### config.mk
export PLATFORM = sky130hd
export DESIGN_NAME = ahb_line_fifo_flat
export DESIGN_NICKNAME = d
export VERILOG_FILES = /design/src/rtl/ahb_line_fifo_if.sv /design/src/rtl/ahb_line_fifo.sv /design/src/flat_wrapper.sv
export SDC_FILE = /design/constraint.sdc
export NUM_CORES = 1
export LEC_CHECK = 0
export CAP_MARGIN = 20
export CORE_ASPECT_RATIO = 1.1
export CORE_MARGIN = 3
export CORE_UTILIZATION = 56
export CTS_CLUSTER_DIAMETER = 50
export CTS_CLUSTER_SIZE = 8
export DETAILED_ROUTE_END_ITERATION = 8
export GPL_ROUTABILITY_DRIVEN = 1
export PLACE_DENSITY = 0.79
export SLEW_MARGIN = 25
export SYNTH_ARGS = -nofsm -noshare
export SYNTH_HDL_FRONTEND = slang
export SYNTH_SLANG_ARGS = --single-unit
### constraint.sdc
create_clock -name HCLK -period 7 [get_ports HCLK]
set_clock_uncertainty 0.15 [all_clocks]
set_input_delay 1.4 -clock HCLK [delete_from_list [all_inputs] [get_ports HCLK]]
set_output_delay 1.4 -clock HCLK [all_outputs]
set_load 0.05 [all_outputs]
### src/rtl/ahb_line_fifo_if.sv
// Bus bundle for ahb_line_fifo: AHB-Lite slave signals plus the line-command
// valid/ready stream toward the display engine.
`timescale 1ns/1ps
interface ahb_line_fifo_if #(
    parameter int COORD_W = 9
);
    logic               HSEL;
    logic [31:0]        HADDR;
    logic [31:0]        HWDATA;
    logic [2:0]         HSIZE;
    logic [1:0]         HTRANS;
    logic               HWRITE;
    logic               HREADY;
    logic [31:0]        HRDATA;
    logic               HREADYOUT;
    logic [COORD_W-1:0] x1;
    logic [COORD_W-1:0] y1;
    logic [COORD_W-1:0] x2;
    logic [COORD_W-1:0] y2;
    logic               DataValid;
    logic               DataReady;

    modport slave (
        input  HSEL, HADDR, HWDATA, HSIZE, HTRANS, HWRITE, HREADY, DataReady,
        output HRDATA, HREADYOUT, x1, y1, x2, y2, DataValid
    );

    modport master (
        output HSEL, HADDR, HWDATA, HSIZE, HTRANS, HWRITE, HREADY, DataReady,
        input  HRDATA, HREADYOUT, x1, y1, x2, y2, DataValid
    );
endinterface

### src/rtl/ahb_line_fifo.sv
// AHB-Lite slave queuing line-draw commands (x1,y1,x2,y2) in a DEPTH-entry FIFO
// and presenting the head entry on a valid/ready stream.
`timescale 1ns/1ps
module ahb_line_fifo #(
    parameter int COORD_W = 9,
    parameter int DEPTH   = 8
) (
    input  logic          HCLK,
    input  logic          HRESETn,
    ahb_line_fifo_if.slave bus
);
    localparam int AW = $clog2(DEPTH);
    localparam int CW = AW + 1;
    localparam int LW = 4 * COORD_W;
    localparam logic [CW-1:0] FULL_CNT = CW'(DEPTH);

    logic               dp_vld_q, dp_vld_d;
    logic               dp_wr_q, dp_wr_d;
    logic [1:0]         dp_addr_q, dp_addr_d;
    logic [2:0]         dp_size_q, dp_size_d;
    logic [COORD_W-1:0] sx1_q, sx1_d, sy1_q, sy1_d;
    logic [AW-1:0]      wr_ptr_q, wr_ptr_d, rd_ptr_q, rd_ptr_d;
    logic [CW-1:0]      count_q, count_d;
    logic               ovf_q, ovf_d;
    logic               en_q, en_d;
    logic [LW-1:0]      mem_q [DEPTH];

    logic               wr_ok, rd_dp, empty, full, valid;
    logic               push_req, push_acc, pop, flush;
    logic [LW-1:0]      head;
    logic [7:0]         cnt8;
    logic [31:0]        rdata;
    logic               unused_bits;

    assign wr_ok    = dp_vld_q & dp_wr_q & (dp_size_q == 3'b010);
    assign rd_dp    = dp_vld_q & ~dp_wr_q;
    assign empty    = (count_q == '0);
    assign full     = (count_q == FULL_CNT);
    assign valid    = en_q & ~empty;
    assign pop      = valid & bus.DataReady;
    assign push_req = wr_ok & (dp_addr_q == 2'd1);
    assign flush    = wr_ok & (dp_addr_q == 2'd3) & bus.HWDATA[1];
    // A pop in the same cycle frees the slot a full FIFO needs for the push.
    assign push_acc = push_req & (~full | pop);

    always_comb begin
        dp_vld_d  = bus.HSEL & bus.HTRANS[1] & bus.HREADY;
        dp_wr_d   = bus.HWRITE;
        dp_addr_d = bus.HADDR[3:2];
        dp_size_d = bus.HSIZE;
        sx1_d     = sx1_q;
        sy1_d     = sy1_q;
        wr_ptr_d  = wr_ptr_q;
        rd_ptr_d  = rd_ptr_q;
        count_d   = count_q;
        ovf_d     = ovf_q;
        en_d      = en_q;
        if (wr_ok && dp_addr_q == 2'd0) begin
            sx1_d = bus.HWDATA[COORD_W-1:0];
            sy1_d = bus.HWDATA[16 +: COORD_W];
        end
        if (wr_ok && dp_addr_q == 2'd2 && bus.HWDATA[2]) ovf_d = 1'b0;
        if (wr_ok && dp_addr_q == 2'd3) en_d = bus.HWDATA[0];
        if (push_req && full && !pop) ovf_d = 1'b1;
        if (flush) begin
            count_d  = '0;
            wr_ptr_d = '0;
            rd_ptr_d = '0;
        end else begin
            if (push_acc) wr_ptr_d = wr_ptr_q + 1'b1;
            if (pop)      rd_ptr_d = rd_ptr_q + 1'b1;
            case ({push_acc, pop})
                2'b10:   count_d = count_q + 1'b1;
                2'b01:   count_d = count_q - 1'b1;
                default: count_d = count_q;
            endcase
        end
    end

    always_ff @(posedge HCLK or negedge HRESETn) begin
        if (!HRESETn) begin
            dp_vld_q  <= 1'b0;
            dp_wr_q   <= 1'b0;
            dp_addr_q <= '0;
            dp_size_q <= '0;
            sx1_q     <= '0;
            sy1_q     <= '0;
            wr_ptr_q  <= '0;
            rd_ptr_q  <= '0;
            count_q   <= '0;
            ovf_q     <= 1'b0;
            en_q      <= 1'b1;
        end else begin
            dp_vld_q  <= dp_vld_d;
            dp_wr_q   <= dp_wr_d;
            dp_addr_q <= dp_addr_d;
            dp_size_q <= dp_size_d;
            sx1_q     <= sx1_d;
            sy1_q     <= sy1_d;
            wr_ptr_q  <= wr_ptr_d;
            rd_ptr_q  <= rd_ptr_d;
            count_q   <= count_d;
            ovf_q     <= ovf_d;
            en_q      <= en_d;
        end
    end

    // Storage needs no reset: the outputs are masked to zero while empty.
    always_ff @(posedge HCLK) begin
        if (push_acc)
            mem_q[wr_ptr_q] <= {sx1_q, sy1_q, bus.HWDATA[COORD_W-1:0], bus.HWDATA[16 +: COORD_W]};
    end

    assign cnt8 = 8'(count_q);

    always_comb begin
        rdata = '0;
        if (rd_dp) begin
            case (dp_addr_q)
                2'd0:    rdata = {16'(sy1_q), 16'(sx1_q)};
                2'd2:    rdata = {16'd0, cnt8, 5'd0, ovf_q, full, empty};
                2'd3:    rdata = {31'd0, en_q};
                default: rdata = '0;
            endcase
        end
    end

    assign head          = mem_q[rd_ptr_q];
    assign bus.HRDATA    = rdata;
    assign bus.HREADYOUT = 1'b1;
    assign bus.DataValid = valid;
    assign bus.x1        = empty ? '0 : head[3*COORD_W +: COORD_W];
    assign bus.y1        = empty ? '0 : head[2*COORD_W +: COORD_W];
    assign bus.x2        = empty ? '0 : head[COORD_W +: COORD_W];
    assign bus.y2        = empty ? '0 : head[0 +: COORD_W];

    assign unused_bits = ^{bus.HADDR[31:4], bus.HADDR[1:0], bus.HTRANS[0], bus.HWDATA};
endmodule

### src/flat_wrapper.sv
// flat-port wrapper written by rule: the top's interface ports become plain ports
module ahb_line_fifo_flat 
#(
    parameter int COORD_W = 9,
    parameter int DEPTH   = 8
)
  (HCLK, HRESETn, bus_HSEL, bus_HADDR, bus_HWDATA, bus_HSIZE, bus_HTRANS, bus_HWRITE, bus_HREADY, bus_DataReady, bus_HRDATA, bus_HREADYOUT, bus_x1, bus_y1, bus_x2, bus_y2, bus_DataValid);
  ahb_line_fifo_if #(.COORD_W(COORD_W)) bus_i ();
  input  logic HCLK;
  input  logic HRESETn;
  input wire logic [$bits(bus_i.HSEL)-1:0] bus_HSEL;
  input wire logic [$bits(bus_i.HADDR)-1:0] bus_HADDR;
  input wire logic [$bits(bus_i.HWDATA)-1:0] bus_HWDATA;
  input wire logic [$bits(bus_i.HSIZE)-1:0] bus_HSIZE;
  input wire logic [$bits(bus_i.HTRANS)-1:0] bus_HTRANS;
  input wire logic [$bits(bus_i.HWRITE)-1:0] bus_HWRITE;
  input wire logic [$bits(bus_i.HREADY)-1:0] bus_HREADY;
  input wire logic [$bits(bus_i.DataReady)-1:0] bus_DataReady;
  output wire logic [$bits(bus_i.HRDATA)-1:0] bus_HRDATA;
  output wire logic [$bits(bus_i.HREADYOUT)-1:0] bus_HREADYOUT;
  output wire logic [$bits(bus_i.x1)-1:0] bus_x1;
  output wire logic [$bits(bus_i.y1)-1:0] bus_y1;
  output wire logic [$bits(bus_i.x2)-1:0] bus_x2;
  output wire logic [$bits(bus_i.y2)-1:0] bus_y2;
  output wire logic [$bits(bus_i.DataValid)-1:0] bus_DataValid;
  assign bus_i.HSEL = bus_HSEL;
  assign bus_i.HADDR = bus_HADDR;
  assign bus_i.HWDATA = bus_HWDATA;
  assign bus_i.HSIZE = bus_HSIZE;
  assign bus_i.HTRANS = bus_HTRANS;
  assign bus_i.HWRITE = bus_HWRITE;
  assign bus_i.HREADY = bus_HREADY;
  assign bus_i.DataReady = bus_DataReady;
  assign bus_HRDATA = bus_i.HRDATA;
  assign bus_HREADYOUT = bus_i.HREADYOUT;
  assign bus_x1 = bus_i.x1;
  assign bus_y1 = bus_i.y1;
  assign bus_x2 = bus_i.x2;
  assign bus_y2 = bus_i.y2;
  assign bus_DataValid = bus_i.DataValid;
  ahb_line_fifo #(.COORD_W(COORD_W), .DEPTH(DEPTH)) u_core (.HCLK(HCLK), .HRESETn(HRESETn), .bus(bus_i));
endmodule
After elaboration in Yosys (flattened, before gate mapping)
Memory sizes are Yosys's and may differ from the RTL's. Index checks and enable logic that the tools add are counted.

Add/subtract/negate cells: 4. Eq/ne operators: 7. Muxes and demuxes: 16. Bitwise logic cells: 15. Reductions and logical operators: 13.

Operators by type and width (number): 25-bit one-hot mux with 3 select lines (1); 9-bit 2-to-1 mux (4); 32-bit 2-to-1 mux (1); 3-bit 2-to-1 mux (4); 1-bit bitwise AND (11); 4-bit one-hot mux with 2 select lines (1); 3-bit by 1-bit adder with 3-bit output, second input constant (2); 2-bit == test, second input constant (3); 1-bit logical AND (6); 2-bit nonzero test (3); 4-bit by 1-bit adder with 4-bit output, second input constant (1); 2-bit by 1-bit == test with 1-bit output, second input constant (2); 4-bit == test, second input constant (1); 4-bit logical NOT (1); 1-bit 2-to-1 mux (4); 4-bit 2-to-1 mux (1); 4-bit by 1-bit subtractor with 4-bit output, second input constant (1); 3-bit by 2-bit == test with 1-bit output, second input constant (1); 1-bit NOT (3); 3-bit nonzero test (1); 2-bit logical NOT (1); 1-bit logical NOT (1); 1-bit bitwise OR (1).

Register bits: 37. RAM bits: 288. Input port bits: 75. Output and inout port bits: 70. Memories kept: 1.

Memories: u_core.mem_q (words 8, width 36, read ports 1, clocked after memory_dff 0, write ports 1, RTL line ahb_line_fifo.sv:26) `logic [LW-1:0] mem_q [DEPTH];`.

Longest topological paths before layout
Depth in word-level cells: 9. Gate-level depth with buffers: 12. Gate-level depth less buffers: 11.

Least setup slack after synthesis
No wires, ideal clock.

Kind: input-to-reg. Start: input bus_DataReady. End: memory u_core.mem_q[0][0] (netlist bit) (enable). Arrival: 5.528 ns. Slack: 0.790 ns. Cell stages on the path: 4. Path through: nand2_1 nand3_2 nand2_1 nor4b_1.

Longest elaborated chain between the ends: 5.

RTL lines: from (decl) (RTL line flat_wrapper.sv:18) `input wire logic [$bits(bus_i.DataReady)-1:0] bus_DataReady;`; 1-bit bitwise AND (RTL line ahb_line_fifo.sv:40) `assign pop = valid & bus.DataReady;`; 1-bit bitwise OR (RTL line ahb_line_fifo.sv:44) `assign push_acc = push_req & (~full | pop);`; 1-bit bitwise AND (RTL line ahb_line_fifo.sv:44); 1-bit 2-to-1 mux (RTL line ahb_line_fifo.sv:110) `if (push_acc)`; 1-bit 2-to-1 mux (implied by the code) (RTL line ahb_line_fifo.sv:111) `mem_q[wr_ptr_q] <= {sx1_q, sy1_q, bus.HWDATA[COORD_W-1:0], bus.HWDATA[16 +: COORD_W]};`; to (decl) (RTL line ahb_line_fifo.sv:26).

Every way passes these cells.

Worst setup path after layout
Start: register u_core.rd_ptr_q[0]. End: output bus_x1[3].

Longest elaborated chain between the ends: 2.

RTL lines: from (decl) (RTL line ahb_line_fifo.sv:22) `logic [AW-1:0] wr_ptr_q, wr_ptr_d, rd_ptr_q, rd_ptr_d;`; from (signal assigned) (RTL line ahb_line_fifo.sv:101) `rd_ptr_q <= rd_ptr_d;`; memory read 8 x 36 bit; 9-bit 2-to-1 mux (RTL line ahb_line_fifo.sv:132) `assign bus.x1 = empty ? '0 : head[3*COORD_W +: COORD_W];`; to (decl) (RTL line flat_wrapper.sv:21) `output wire logic [$bits(bus_i.x1)-1:0] bus_x1;`.

Every way passes these cells.

==> metrics.md <==
| Metric | Value |
|---|---|
| Most common cell after layout, fill and taps aside | `edfxtp_1` |
| Reg2reg end | `u_core.count_q[2]` |
| Mean Syn Cell Area | `roughly 20 sq um` |
| Total CTS buffers | `46` |
| DRC | `0` |
| Port bufs | `87` |
| Post-DP HPWL | `between 15000 and 20000 microns` |
| Cts repair resizes | `0` |
| Worst Path Max Fanout | `40` |
| H-tree levels | `2` |
| Worst slew pin tran | `roughly 0.93 ns` |
| Maximum VDD drop | `between 200 and 300 uV` |
| Die Ht | `165.4 microns` |
| Core area | `around 0.022 sq mm` |
| Critical path data arrival time | `3.54 ns` |
| Worst min-delay path class | `flop to flop` |
| Reg-to-reg setup timing slack | `3.68 ns` |
| Gr ovfl total | `0` |
| Final instance area | `0.01545 sq mm` |
| Drt via density | `6.005` |
| Crit path depth | `5` |
| Period utilization | `72.75%` |
| #FFs+latches synth | `325` |
| Cell Area, Placed | `0.01414 sq mm` |
| DRT Wirelength | `26940 microns` |
| Pwr/cell area | `406.8 mW/mm^2` |
| Final Hold Viols | `0` |
| Clk slew on worst S/H paths | `0.05 ns` |
| Post-synth EDFFs | `~290` |
| Placed insts | `1014` |
| FF-to-FF Start | `u_core.count_q[1]` |
| Worst path cell trace | `buf_4 -> mux4_2 -> mux2i_1 -> nor2_1 -> clkdlybuf4s50_1` |
| Final core occ | `69.01%` |
| Slew headroom | `37.77%` |
| Unrepaired setup endpoints after global routing | `no` |
| Global-route wire length before repair | `41650 microns` |
| Worst Setup SP | `u_core.rd_ptr_q[0]` |
| Share of cells above drive strength 1 | `between 20% and 30%` |
| Netlist cell types | `49` |
| R2r worst-path depth | `11` |
| Initial Util | `57.74%` |
| TritonCTS clock tree | `done` |
| Synth async-reset ratio | `11.38%` |
| Leak | `roughly 5.3 nW` |
| Hold-fix buffers, CTS | `0` |
| WL/cell | `24.60 microns` |
| Clock Tree Buf Depth | `3` |
| Post-CTS setup buffer count | `0` |
| Worst setup EP type | `output port` |
| Ant. Diodes | `0` |
| Area of the multi-input gates | `0.003186 sq mm` |
| Largest stage delay on the critical path | `0.94 ns` |
| Post-route ant nets | `0` |
| Skew-Pair Late Insertion Delay | `0.52 ns` |
| Final net count | `847` |
| I/O Pins | `145` |
| Min cycle time layout | `5.093 ns` |
| Synth-to-layout area growth | `19.51%` |
| Filler instances | `1399` |
| Register area share after synthesis | `about three quarters` |
| DIE AREA | `around 0.025 sq mm` |
| Most frequent cells in the layout | `edfxtp_1, clkdlybuf4s50_1, mux4_2` |
| Clk sink count | `325` |
| Tot GR Track Use | `22.57%` |
| Worst setup path endpoint | `bus_x1[3]` |
| FF+latch area | `0.009582 sq mm` |
| Final setup fails | `0` |
| Startpoint Class | `flop` |
| Cell Count, Final, Fillers Out | `1095` |
| CP Class | `flop to output port` |
| CP delay by family, top | `buffers and inverters` |
| Initial antenna violation count | `0` |
| CTS Root Cell | `clkbuf_16` |
| Largest net degree at the start of global routing | `between 40 and 50` |
| Synth warn | `0` |
| Status | `finished clean` |
| Main synth FF type | `edfxtp_1` |
| Netlist Area Pre-Place | `0.01293 sq mm` |
| Maxcap violations | `0` |
| CP Buf/Inv Count | `2` |
| Die Wd | `~150 microns` |
| Routed vias | `6575` |
| Synth Instances | `651` |
| Vias in the first global route | `7006` |
| Post-route setup TNS | `0 ns` |
| Drt first pass iters | `5` |
| Cell row count | `57` |
| Max frequency | `roughly 0.20 GHz` |
| Worst Path Required | `5.45 ns` |
| Gpl congestion | `0.8338` |
| Slowest cell on crit path | `dfrtp_4` |
| Iter 0 DRT Violations | `between 500 and 600` |
| Fin. max-slew vios | `0` |
layer usage:
metal	track usage [%]	wire length [microns]	up-vias
li1	-	-	2833
met1	31.21	10860	3415
met2	37.08	13670	278
met3	4.285	1775	49
met4	7.214	633	0
met5	0	0	-
logic make-up (layout without fill, tap and decap cells):
logic type	Yosys count	after routing	share of synthesized area, %
AO/OA/AOI/OAI	15	15	0.7644
XOR/XNOR	6	6	0.4064
adder cells (fa/ha/maj)	5	5	0.4838
multiplexers	131	131	17.59
other	2	12	0.05808
flip-flops	325	325	74.05
buffers and inverters	49	188	2.100
AND/OR/NAND/NOR	118	118	4.548
report_power, final:
part | internal [mW] | switching (mW) | leakage [nW]
logic | 0.815 | 1.14 | 1.66
registers | 2.16 | 0.180 | 3.02
clock network | 1.24 | 0.748 | 0.623
total | 4.21 | 2.07 | 5.31
final cells by class:
type / count / area share (%)
sequential: 325 / 62.00
multi-input combinational: 287 / 20.61
clock buffer: 79 / 8.388
timing repair buffer: 105 / 6.477
tap: 295 / 2.388
clock inverter: 2 / 0.08096
inverter: 2 / 0.04858
cell usage after synthesis (2+ instances only):
cell	count	area share [%]
xor2_1	4	0.27
mux2_4	10	1.2
conb_1	2	0.058
buf_2	15	0.58
and2_1	4	0.19
o211ai_1	2	0.12
and3_1	17	0.82
nand3_1	6	0.23
mux4_2	72	13
clkbuf_1	13	0.38
dfrtp_1	36	7.0
nor2b_1	2	0.097
a21oi_1	4	0.15
nand2_1	14	0.41
nor3_1	5	0.19
inv_1	2	0.058
nor2_1	50	1.5
or2_2	2	0.097
buf_1	5	0.15
mux2_2	10	0.87
xnor2_1	2	0.14
buf_4	12	0.70
nor4_1	3	0.15
ha_1	5	0.48
o21ai_0	3	0.12
mux2i_1	39	3.0
nand2b_1	3	0.15
edfxtp_1	288	67
per-stage QoR:
stage / power [mW] / setup WS (ns) / hold WS [ns]
global route: 6.525 / 1.639 / 0.4013
finish: 6.286 / 1.907 / 0.3863
floorplan: 3.753 / 0.7901 / 0.3325
CTS: 6.345 / 1.799 / 0.3772
global placement: 4.317 / 2.378 / 0.3446
detailed placement: 4.354 / 2.380 / 0.3667
how the worst min path moves through the flow:
stage                 start           end  cells past startpoint
2_1_floorplan  u_core.ovf_q  u_core.ovf_q                      1
3_3_place_gp   u_core.ovf_q  u_core.ovf_q                      1
3_5_place_dp   u_core.ovf_q  u_core.ovf_q                      1
4_1_cts        u_core.ovf_q  u_core.ovf_q                      1
5_1_grt        u_core.ovf_q  u_core.ovf_q                      1
6_report       u_core.ovf_q  u_core.ovf_q                      1
registers in the layout (all words and copies together) (netlist names):
name / count
u_core.wr_ptr_q: 3
u_core.sx1_q: 9
u_core.en_q: 1
u_core.rd_ptr_q: 3
u_core.sy1_q: 9
u_core.ovf_q: 1
u_core.dp_addr_q: 2
u_core.dp_wr_q: 1
u_core.mem_q: 288
u_core.dp_vld_q: 1
u_core.count_q: 4
u_core.dp_size_q: 3
No activity file was read; power rests on OpenSTA's default activity.
